## config.mk

```make
export PLATFORM = sky130hd
export DESIGN_NAME = rec_mul8_seq
export DESIGN_NICKNAME = d
export VERILOG_FILES = /design/src/rtl/rec_mul8_seq.sv
export SDC_FILE = /design/constraint.sdc
export NUM_CORES = 1
export LEC_CHECK = 0
export CAP_MARGIN = 20
export CELL_PAD_IN_SITES_DETAIL_PLACEMENT = 0
export CELL_PAD_IN_SITES_GLOBAL_PLACEMENT = 1
export CORE_ASPECT_RATIO = 1.2
export CORE_MARGIN = 2
export CORE_UTILIZATION = 43
export DETAILED_ROUTE_END_ITERATION = 10
export PLACE_DENSITY = 0.87
export RECOVER_POWER = 100
export REMOVE_ABC_BUFFERS = 1
export SETUP_SLACK_MARGIN = 0.2
export SYNTH_ARGS = -nofsm -noshare
export SYNTH_HDL_FRONTEND = slang
export SYNTH_SLANG_ARGS = --single-unit
```

## constraint.sdc

```tcl
create_clock -name clk -period 6.95 [get_ports clk]
set_clock_uncertainty 0.15 [all_clocks]
set_input_delay 1.39 -clock clk [delete_from_list [all_inputs] [get_ports clk]]
set_output_delay 1.39 -clock clk [all_outputs]
set_load 0.02 [all_outputs]
```

## src/rtl/rec_mul8_seq.sv

```systemverilog
// Sequential 8x8 unsigned multiplier: one shared 4x4 core, nibble products accumulated over up to four cycles.
// Define APPROX_LL_EN to use the approximate OR-compressor cell for the low-nibble (LL) step.
module rec_mul8_seq #(
  parameter bit SKIP_ZERO = 1'b1
) (
  input  logic        clk,
  input  logic        rst_n,
  input  logic        in_valid,
  output logic        in_ready,
  input  logic [7:0]  a,
  input  logic [7:0]  b,
  output logic        out_valid,
  input  logic        out_ready,
  output logic [15:0] Y,
  output logic        busy
);

  typedef enum logic [1:0] {IDLE, CALC, DONE} state_t;

  state_t      state_q;
  logic [3:0]  mask_q, mask_d, mask_new;
  logic [15:0] acc_q, acc_d, addend;
  logic [7:0]  a_q, b_q, prod;
  logic [3:0]  na, nb;
  logic [1:0]  step;

  function automatic logic [7:0] mul4(input logic [3:0] x, input logic [3:0] y);
    return {4'd0, x} * {4'd0, y};
  endfunction

`ifdef APPROX_LL_EN
  function automatic logic [7:0] ll_core(input logic [3:0] x, input logic [3:0] y);
    logic [3:0][3:0] p;
    logic [7:0]      r;
    for (int i = 0; i < 4; i++)
      for (int j = 0; j < 4; j++)
        p[i][j] = x[i] & y[j];
    r[0] = p[0][0];
    r[1] = p[1][0] | p[0][1];
    r[2] = p[2][0] | p[1][1] | p[0][2];
    r[3] = p[3][0] | p[2][1] | p[1][2] | p[0][3];
    r[4] = p[3][1] | p[2][2] | p[1][3];
    r[5] = p[3][2] | p[2][3];
    r[6] = p[3][3] & ~p[2][2];
    r[7] = p[3][3] & p[2][2];
    return r;
  endfunction
`else
  function automatic logic [7:0] ll_core(input logic [3:0] x, input logic [3:0] y);
    return mul4(x, y);
  endfunction
`endif

  // Mask bit order: [0]=LL, [1]=HL, [2]=LH, [3]=HH; a zero nibble on either side forces a zero sub-product.
  always_comb begin
    mask_new = 4'hF;
    if (SKIP_ZERO) begin
      mask_new[0] = (a[3:0] != 4'd0) && (b[3:0] != 4'd0);
      mask_new[1] = (a[7:4] != 4'd0) && (b[3:0] != 4'd0);
      mask_new[2] = (a[3:0] != 4'd0) && (b[7:4] != 4'd0);
      mask_new[3] = (a[7:4] != 4'd0) && (b[7:4] != 4'd0);
    end
  end

  always_comb begin
    step = 2'd3;
    if (mask_q[0])      step = 2'd0;
    else if (mask_q[1]) step = 2'd1;
    else if (mask_q[2]) step = 2'd2;
    na     = step[0] ? a_q[7:4] : a_q[3:0];
    nb     = step[1] ? b_q[7:4] : b_q[3:0];
    prod   = (step == 2'd0) ? ll_core(na, nb) : mul4(na, nb);
    case (step)
      2'd0:    addend = {8'd0, prod};
      2'd3:    addend = {prod, 8'd0};
      default: addend = {4'd0, prod, 4'd0};
    endcase
    mask_d = mask_q & ~(4'b0001 << step);
    acc_d  = acc_q + addend;
  end

  // Operands are pure data, captured only on the accept edge.
  always_ff @(posedge clk) begin
    if (state_q == IDLE && in_valid) begin
      a_q <= a;
      b_q <= b;
    end
  end

  always_ff @(posedge clk or negedge rst_n) begin
    if (!rst_n) begin
      state_q <= IDLE;
      mask_q  <= 4'd0;
      acc_q   <= 16'd0;
    end else begin
      case (state_q)
        IDLE: if (in_valid) begin
          acc_q   <= 16'd0;
          mask_q  <= mask_new;
          state_q <= (mask_new == 4'd0) ? DONE : CALC;
        end
        CALC: begin
          acc_q  <= acc_d;
          mask_q <= mask_d;
          if (mask_d == 4'd0) state_q <= DONE;
        end
        DONE: if (out_ready) state_q <= IDLE;
        default: state_q <= IDLE;
      endcase
    end
  end

  assign in_ready  = (state_q == IDLE);
  assign busy      = (state_q != IDLE);
  assign out_valid = (state_q == DONE);
  assign Y         = acc_q;

endmodule
```

==> results of run 1 <==
[critical path, stage by stage, from the launching register on]
cell and delay, ps:
dfrtp_1 380, inv_1 50, a21oi_1 550, mux2i_1 330
or2_0 320, fa_1 560, inv_1 60, fa_1 560
inv_1 60, fa_1 450, inv_1 70, a21o_1 110
a21oi_1 70, xor2_1 220, o21ai_0 120, ha_1 330
a21oi_1 140, o211ai_1 140, a31oi_1 380, a31oi_1 160
mux2i_1 200, mux2i_1 200
[state kept, by name, indices dropped and copies added, names as in the netlist]
register	flops
Y	16
a_q	8
b_q	8
state_q	2
mask_q	4
[kinds of logic after synthesis]
| family | count (synthesis) | synth area share |
|---|---|---|
| xor+xnor | 14 | 0.0429 |
| simple gates | 97 | 0.170 |
| compound gates | 83 | 0.188 |
| mux | 12 | 0.0420 |
| fa+ha+maj | 35 | 0.166 |
| flops | 38 | 0.360 |
| buf+inv | 21 | 0.0302 |
[metrics by stage]
step | cell area, um2 | hold WS [ps] | setup WS [ps] | utilization | instances
after CTS | 3450 | 339 | 1420 | 0.535 | 428
after global routing | 3430 | 345 | 831 | 0.532 | 429
after global placement | 3340 | 315 | 1580 | 0.518 | 420
final | 3430 | 330 | 1270 | 0.532 | 429
after detailed placement | 3340 | 324 | 1420 | 0.518 | 420
after floorplan | 2840 | 320 | 2000 | - | 295
[path summary, 6_finish.rpt]
check                           from         to  cells after the start
min                            Y[15]      Y[15]                      1
min in group asynchronous      rst_n  mask_q[1]                      1
max reg2reg                mask_q[1]      Y[15]                     21
max in group asynchronous      rst_n      Y[15]                      2
min reg2reg                    Y[15]      Y[15]                      1
max                        mask_q[1]      Y[15]                     21
[cell usage after synthesis (all sizes together) (3+ instances only)]
master  instances
nor2           33
ha             30
o21ai          28
nand2          26
a21oi          22
dfrtp          22
edfxtp         16
inv            16
mux2i          12
xnor2           8
nand3           6
xor2            6
a211oi          5
a21o            5
a22o            5
fa              5
clkbuf          4
nor3            4
nor3b           4
and2            3
nand2b          3
o211ai          3
or2             3
or4             3
[cell type report]
| type | count | share of cell area |
|---|---|---|
| repair buffers | 41 | 0.115 |
| flip-flops and latches | 38 | 0.301 |
| clock buffers | 5 | 0.0201 |
| multi-input cells | 241 | 0.502 |
| well taps | 85 | 0.0310 |
| clock inverters | 3 | 0.0131 |
| inverters | 16 | 0.0175 |
[layer usage]
metal | GRT usage | up-vias | wire length, um
li1 | - | 1184 | -
met1 | 0.219 | 1126 | 2730
met2 | 0.328 | 62 | 3190
met3 | 0.0309 | 8 | 247
met4 | 0.0643 | 0 | 86
met5 | 0 | - | 0
==> flow_summary.json, run 1 <==
{
  "syn2layout_area_growth_pct": 19.8,
  "dr.pass1.iters": 4,
  "synth_top_area_frac": 0.192,
  "cts_buffer_depth": 2,
  "numCtsBuffers": 5,
  "h-tree-depth": 2,
  "rows": 32,
  "cts_setup_buffers": 0,
  "synth_cells": 300,
  "crit_path_end_kind": "flip-flop",
  "cts_tree": "yes",
  "ctsHoldBuffers": 0,
  "antenna_left": 0,
  "via_per_inst": 5.55,
  "grt_pass1_vias": 2343,
  "maxCapViolCount": 0,
  "yosysSeqAreaShare": 0.360,
  "report.final.hold_viol_count": 0,
  "ys_top_cells_by_area": "dfrtp_1 19%, edfxtp_1 17%, ha_1 13%",
  "setup_viol": 0,
  "fin_nets": 398,
  "grt_pass1_wl_um": 10600,
  "crit_required_ps": 7020,
  "ys_seq_elements": 38,
  "final_common_cell": "dlygate4sd3_1",
  "fill_cells": 588,
  "grt_max_degree": 24,
  "place.gp.congestion": 0.840,
  "antennaDiodeCount": 0,
  "route.vias.total": 2380,
  "die_area_mm2": 0.00733,
  "cts_root_buf": "clkbuf_8",
  "crit_type": "flip-flop to flip-flop",
  "seq_area_mm2": 0.00103,
  "grt_antenna_before_repair": 0,
  "final_cell_mix": "37 x dlygate4sd3_1, 33 x nor2_1, 30 x ha_1",
  "cp-start-kind": "flip-flop",
  "final.setup.tns_ps": 0,
  "tightestPinTransition_ps": 1010,
  "clkLatencyLatePin_ps": 290,
  "clk_pin_slew_ps": 80,
  "start_util": 0.444,
  "core_area_mm2": 0.00645,
  "die_x_um": 78.5,
  "critical_path_arrival_ps": 5750,
  "fin_crit_sh": 0.817,
  "synth.distinct_cells": 50,
  "io_pins": 39,
  "multi_input_area_mm2": 0.00172,
  "hpwl_um": 4830,
  "grt_setup_unrepaired": "false",
  "finalMaxSlewViolations": 0,
  "slew_headroom": 0.329,
  "port-buffer-count": 38,
  "die_h_um": 93.4,
  "wl_per_cell_um": 14.6,
  "grt_util_all_layers": 0.183,
  "finalCriticalPeriod_ps": 5680,
  "post-synth-top-area-cell": "dfrtp_1",
  "status": "finished, final reports clean",
  "drive_gt1_frac": 0.0523,
  "crit_path_max_fanout": 6,
  "drt_iter0_drc": 61,
  "wl_um": 6250,
  "syn-mean-instance-area_um2": 9.54,
  "syn_area_mm2": 0.00286,
  "ys.flop_type": "dfrtp_1",
  "yosysWarnings": 0,
  "cts_resized": 0,
  "cts_sinks": 38,
  "synth-edff-count": 16,
  "gr-total-overflow": 0,
  "max_freq_mhz": 176,
  "r2r_setup_slack_ps": 1270,
  "async_flop_share": 0.579,
  "drc": 0,
  "hold_class": "flip-flop to flip-flop"
}
Power of run 1 is left out: the tool's default activity adds up to more than one toggle a clock period on the data nets, which glitch-free logic cannot reach.
==> inputs of run 2 (changes only) <==
clock period = 5.3 ns   (was 6.95 ns; I/O delays follow)
==> flow_summary.json, run 2 (same netlist as run 1, synthesis figures left out) <==
{
  "largest_register_ffs": 16,
  "cts_sinks": 38,
  "die_x_um": 78.5,
  "fill_cells": 594,
  "cp-start-kind": "flip-flop",
  "grt_pass1_wl_um": 11000,
  "finalMaxSlewViolations": 0,
  "tightestPinTransition_ps": 1030,
  "layout.cells.non_filler": 446,
  "rr_worst_depth": 22,
  "slew_headroom": 0.315,
  "cts_tree": "yes",
  "dr.pass1.iters": 4,
  "hpwl_um": 4980,
  "final_cell_mix": "37 x dlygate4sd3_1, 33 x nor2_1, 26 x nand2_1, 26 x ha_1, 21 x dfrtp_1",
  "grt_max_degree": 23,
  "clkLatencyLatePin_ps": 290,
  "placed_cells": 427,
  "drive_gt1_frac": 0.155,
  "cts_buffer_depth": 2,
  "final_common_cell": "dlygate4sd3_1",
  "grt_setup_unrepaired": "false",
  "rows": 32,
  "syn2layout_area_growth_pct": 29.5,
  "max_freq_mhz": 200,
  "core_area_mm2": 0.00645,
  "fin_nets": 415,
  "numCtsBuffers": 5,
  "place.gp.congestion": 0.859,
  "setup_viol": 0,
  "crit_path_end_kind": "flip-flop",
  "critical_path_arrival_ps": 5060,
  "hold_depth": 1,
  "route.vias.total": 2444,
  "die_h_um": 93.4,
  "wl_per_cell_um": 14.9,
  "crit_required_ps": 5370,
  "fin_crit_sh": 0.942,
  "crit_path_max_fanout": 5,
  "antenna_left": 0,
  "die_area_mm2": 0.00733,
  "antennaDiodeCount": 0,
  "clk_pin_slew_ps": 90,
  "maxCapViolCount": 0,
  "start_util": 0.444,
  "wl_um": 6660,
  "status": "finished, final reports clean",
  "h-tree-depth": 2,
  "hold_class": "flip-flop to flip-flop",
  "crit_type": "flip-flop to flip-flop",
  "drc": 0,
  "multi_input_area_mm2": 0.00187,
  "seq_area_mm2": 0.00103,
  "report.final.hold_viol_count": 0,
  "ctsHoldBuffers": 0,
  "io_pins": 39,
  "grt_util_all_layers": 0.189,
  "final.setup.tns_ps": 0,
  "cts_root_buf": "clkbuf_8",
  "finalCriticalPeriod_ps": 4990,
  "grt_antenna_before_repair": 0,
  "grt_pass1_vias": 2420,
  "gr-total-overflow": 0,
  "drt_iter0_drc": 100,
  "via_per_inst": 5.48,
  "port-buffer-count": 38
}
## run 2: per-layer routing
layer	share of wire	global-route usage	vias up	wire length, um
met5	0	0	-	0
met4	0.013	0.0526	0	85
li1	-	-	1212	-
met3	0.031	0.0261	8	205
met2	0.55	0.350	50	3660
met1	0.41	0.227	1174	2710
## run 2: critical path, cell delays in order, from the launching register on
cell	delay (ps)
dfrtp_1	450
nor2_1	160
buf_6	150
mux2i_1	100
or2_2	320
fa_1	500
inv_1	50
fa_1	560
inv_1	90
fa_2	380
inv_1	80
a21o_1	120
a21oi_1	70
xor2_1	160
buf_4	170
o21ai_2	220
ha_4	260
a21oi_2	110
o21ai_0	100
a31oi_2	180
a31oi_1	130
mux2i_1	200
mux2i_1	210
## run 2: worst paths after layout
path / slack [ps] / start / endpoint
setup / recovery: 310 / mask_q[0] / Y[15]
min in group asynchronous: 980 / rst_n / mask_q[0]
hold / removal: 360 / Y[15] / Y[15]
hold reg to reg: 360 / Y[15] / Y[15]
setup reg to reg: 310 / mask_q[0] / Y[15]
max in group asynchronous: 2870 / rst_n / Y[10]
## run 2: final cells by class
class / instances / share of cell area
Clock buffer: 5 / 0.0186
Clock inverter: 3 / 0.0122
Inverter: 16 / 0.0162
Multi-Input combinational cell: 241 / 0.506
Sequential cell: 38 / 0.279
Tap cell: 85 / 0.0287
Timing Repair Buffer: 58 / 0.140
## run 2: stage by stage
stage                     hold slack (ps)  utilization  area (um2)  worst slack, ps
after detailed placement              342        0.526        3390              112
after CTS                             354        0.549        3540              223
final                                 361        0.575        3710              309
after global routing                  371        0.575        3710             68.6
after global placement                336        0.526        3390              218
after floorplan                       320            -        2840              348
## run 2: what timing repair did
item,in CTS,in global routing
pin swaps,2,17
setup endpoints to repair,4,8
gates resized for setup,6,24
setup buffers,2,8
Power of run 2 is left out for the same reason.
==> inputs of run 3 (changes only) <==
CORE_MARGIN = default   (was 2)
==> flow_summary.json, run 3 (same netlist as run 1, synthesis figures left out) <==
{
  "fin_crit_sh": 0.921,
  "numCtsBuffers": 5,
  "setup_viol": 0,
  "die_x_um": 76.5,
  "h-tree-depth": 2,
  "tightestPinTransition_ps": 1020,
  "via_per_inst": 5.53,
  "cts_root_buf": "clkbuf_8",
  "grt_antenna_before_repair": 0,
  "report.final.hold_viol_count": 0,
  "clk_pin_slew_ps": 90,
  "placed_cells": 428,
  "drc": 0,
  "wl_per_cell_um": 15.2,
  "crit_required_ps": 5330,
  "cts_sinks": 38,
  "maxCapViolCount": 0,
  "gr-total-overflow": 0,
  "fin_util": 0.578,
  "finalWorstSetupSlack_ps": 421,
  "min_from": "Y[15]",
  "place.gp.congestion": 0.854,
  "critical_path_arrival_ps": 4910,
  "grt_util_all_layers": 0.198,
  "largest_register_ffs": 16,
  "r2r_setup_slack_ps": 420,
  "core_area_mm2": 0.00645,
  "crit_path_max_fanout": 6,
  "final_common_cell": "dlygate4sd3_1",
  "hpwl_um": 4940,
  "rr_worst_depth": 19,
  "final_cell_mix": "37 x dlygate4sd3_1, 33 x nor2_1, 26 x nand2_1, 26 x ha_1",
  "start_util": 0.444,
  "grt_pass1_vias": 2453,
  "min_to": "Y[15]",
  "r2r_end": "Y[12]",
  "fin_nets": 421,
  "max_freq_mhz": 205,
  "grt_setup_unrepaired": "false",
  "drive_gt1_frac": 0.177,
  "crit_path_end_kind": "flip-flop",
  "grt_pass1_wl_um": 11000,
  "hold_depth": 1,
  "io_pins": 39,
  "cp-start-kind": "flip-flop",
  "cts_tree": "yes",
  "finalMaxSlewViolations": 0,
  "layout.cells.non_filler": 452,
  "ctsHoldBuffers": 0,
  "final.setup.tns_ps": 0,
  "hold_class": "flip-flop to flip-flop",
  "status": "finished, final reports clean",
  "die_h_um": 91.4,
  "clkLatencyLatePin_ps": 300,
  "slew_headroom": 0.320,
  "antennaDiodeCount": 0,
  "grt_max_degree": 23,
  "drt_iter0_drc": 103,
  "route.vias.total": 2499,
  "fill_cells": 551,
  "antenna_left": 0,
  "dr.pass1.iters": 4,
  "die_area_mm2": 0.00699,
  "cts_buffer_depth": 2,
  "rows": 32,
  "pre_cts_ws_ps": 136,
  "r2r_start": "mask_q[0]",
  "syn2layout_area_growth_pct": 30.3,
  "port-buffer-count": 38,
  "crit_type": "flip-flop to flip-flop",
  "finalCriticalPeriod_ps": 4880,
  "wl_um": 6850
}
-- run 3: cell type report --
type | instances | area (um2) | area share
tap | 85 | 106 | 0.0285
inverter | 16 | 60.1 | 0.0161
timing repair buffer | 64 | 568 | 0.152
clock buffer | 5 | 68.8 | 0.0185
clock inverter | 3 | 45.0 | 0.0121
multi-input combinational | 241 | 1850 | 0.496
sequential | 38 | 1030 | 0.277
-- run 3: timing repair --
item,4_1_cts,5_1_grt
resized for setup,4,27
endpoints found under the hold margin,0,0
buffers inserted,2,13
endpoints found under the setup margin,5,8
pin swaps,3,20
-- run 3: through the flow --
stage	hold WS, ps	instance area [um2]
floorplan	320	2840
global placement	331	3400
detailed placement	324	3400
CTS	336	3540
global route	370	3730
finish	337	3730
-- run 3: critical path: stages (launching register included) --
cell and delay [ps]:
dfrtp_1 450, nor2_1 60, buf_4 170, buf_6 120, mux2i_1 120, or2_0 250
fa_1 490, inv_1 60, fa_1 560, inv_1 80, fa_2 370, xor2_2 190
o32ai_1 130, ha_1 380, a21oi_2 210, o21ai_1 120, o21a_1 210, o41a_1 420
xnor2_1 150, o21ai_1 80
-- run 3: worst max-delay path by stage --
stage,startpoint,endpoint,slack (ps),depth (start not counted)
final,mask_q[0],Y[12],420,19
after global routing,mask_q[0],Y[15],50,22
after CTS,mask_q[0],Y[15],200,21
after detailed placement,mask_q[1],Y[15],140,21
after global placement,mask_q[1],Y[13],240,22
after floorplan,mask_q[0],Y[12],350,17
-- run 3: metal layers --
metal / up-vias / global-route usage / part of all wire
met5: - / 0 / 0
met4: 0 / 0.0705 / 0.015
met3: 9 / 0.0322 / 0.032
met2: 57 / 0.366 / 0.55
met1: 1211 / 0.228 / 0.41
li1: 1222 / - / -
Power of run 3 is left out for the same reason.
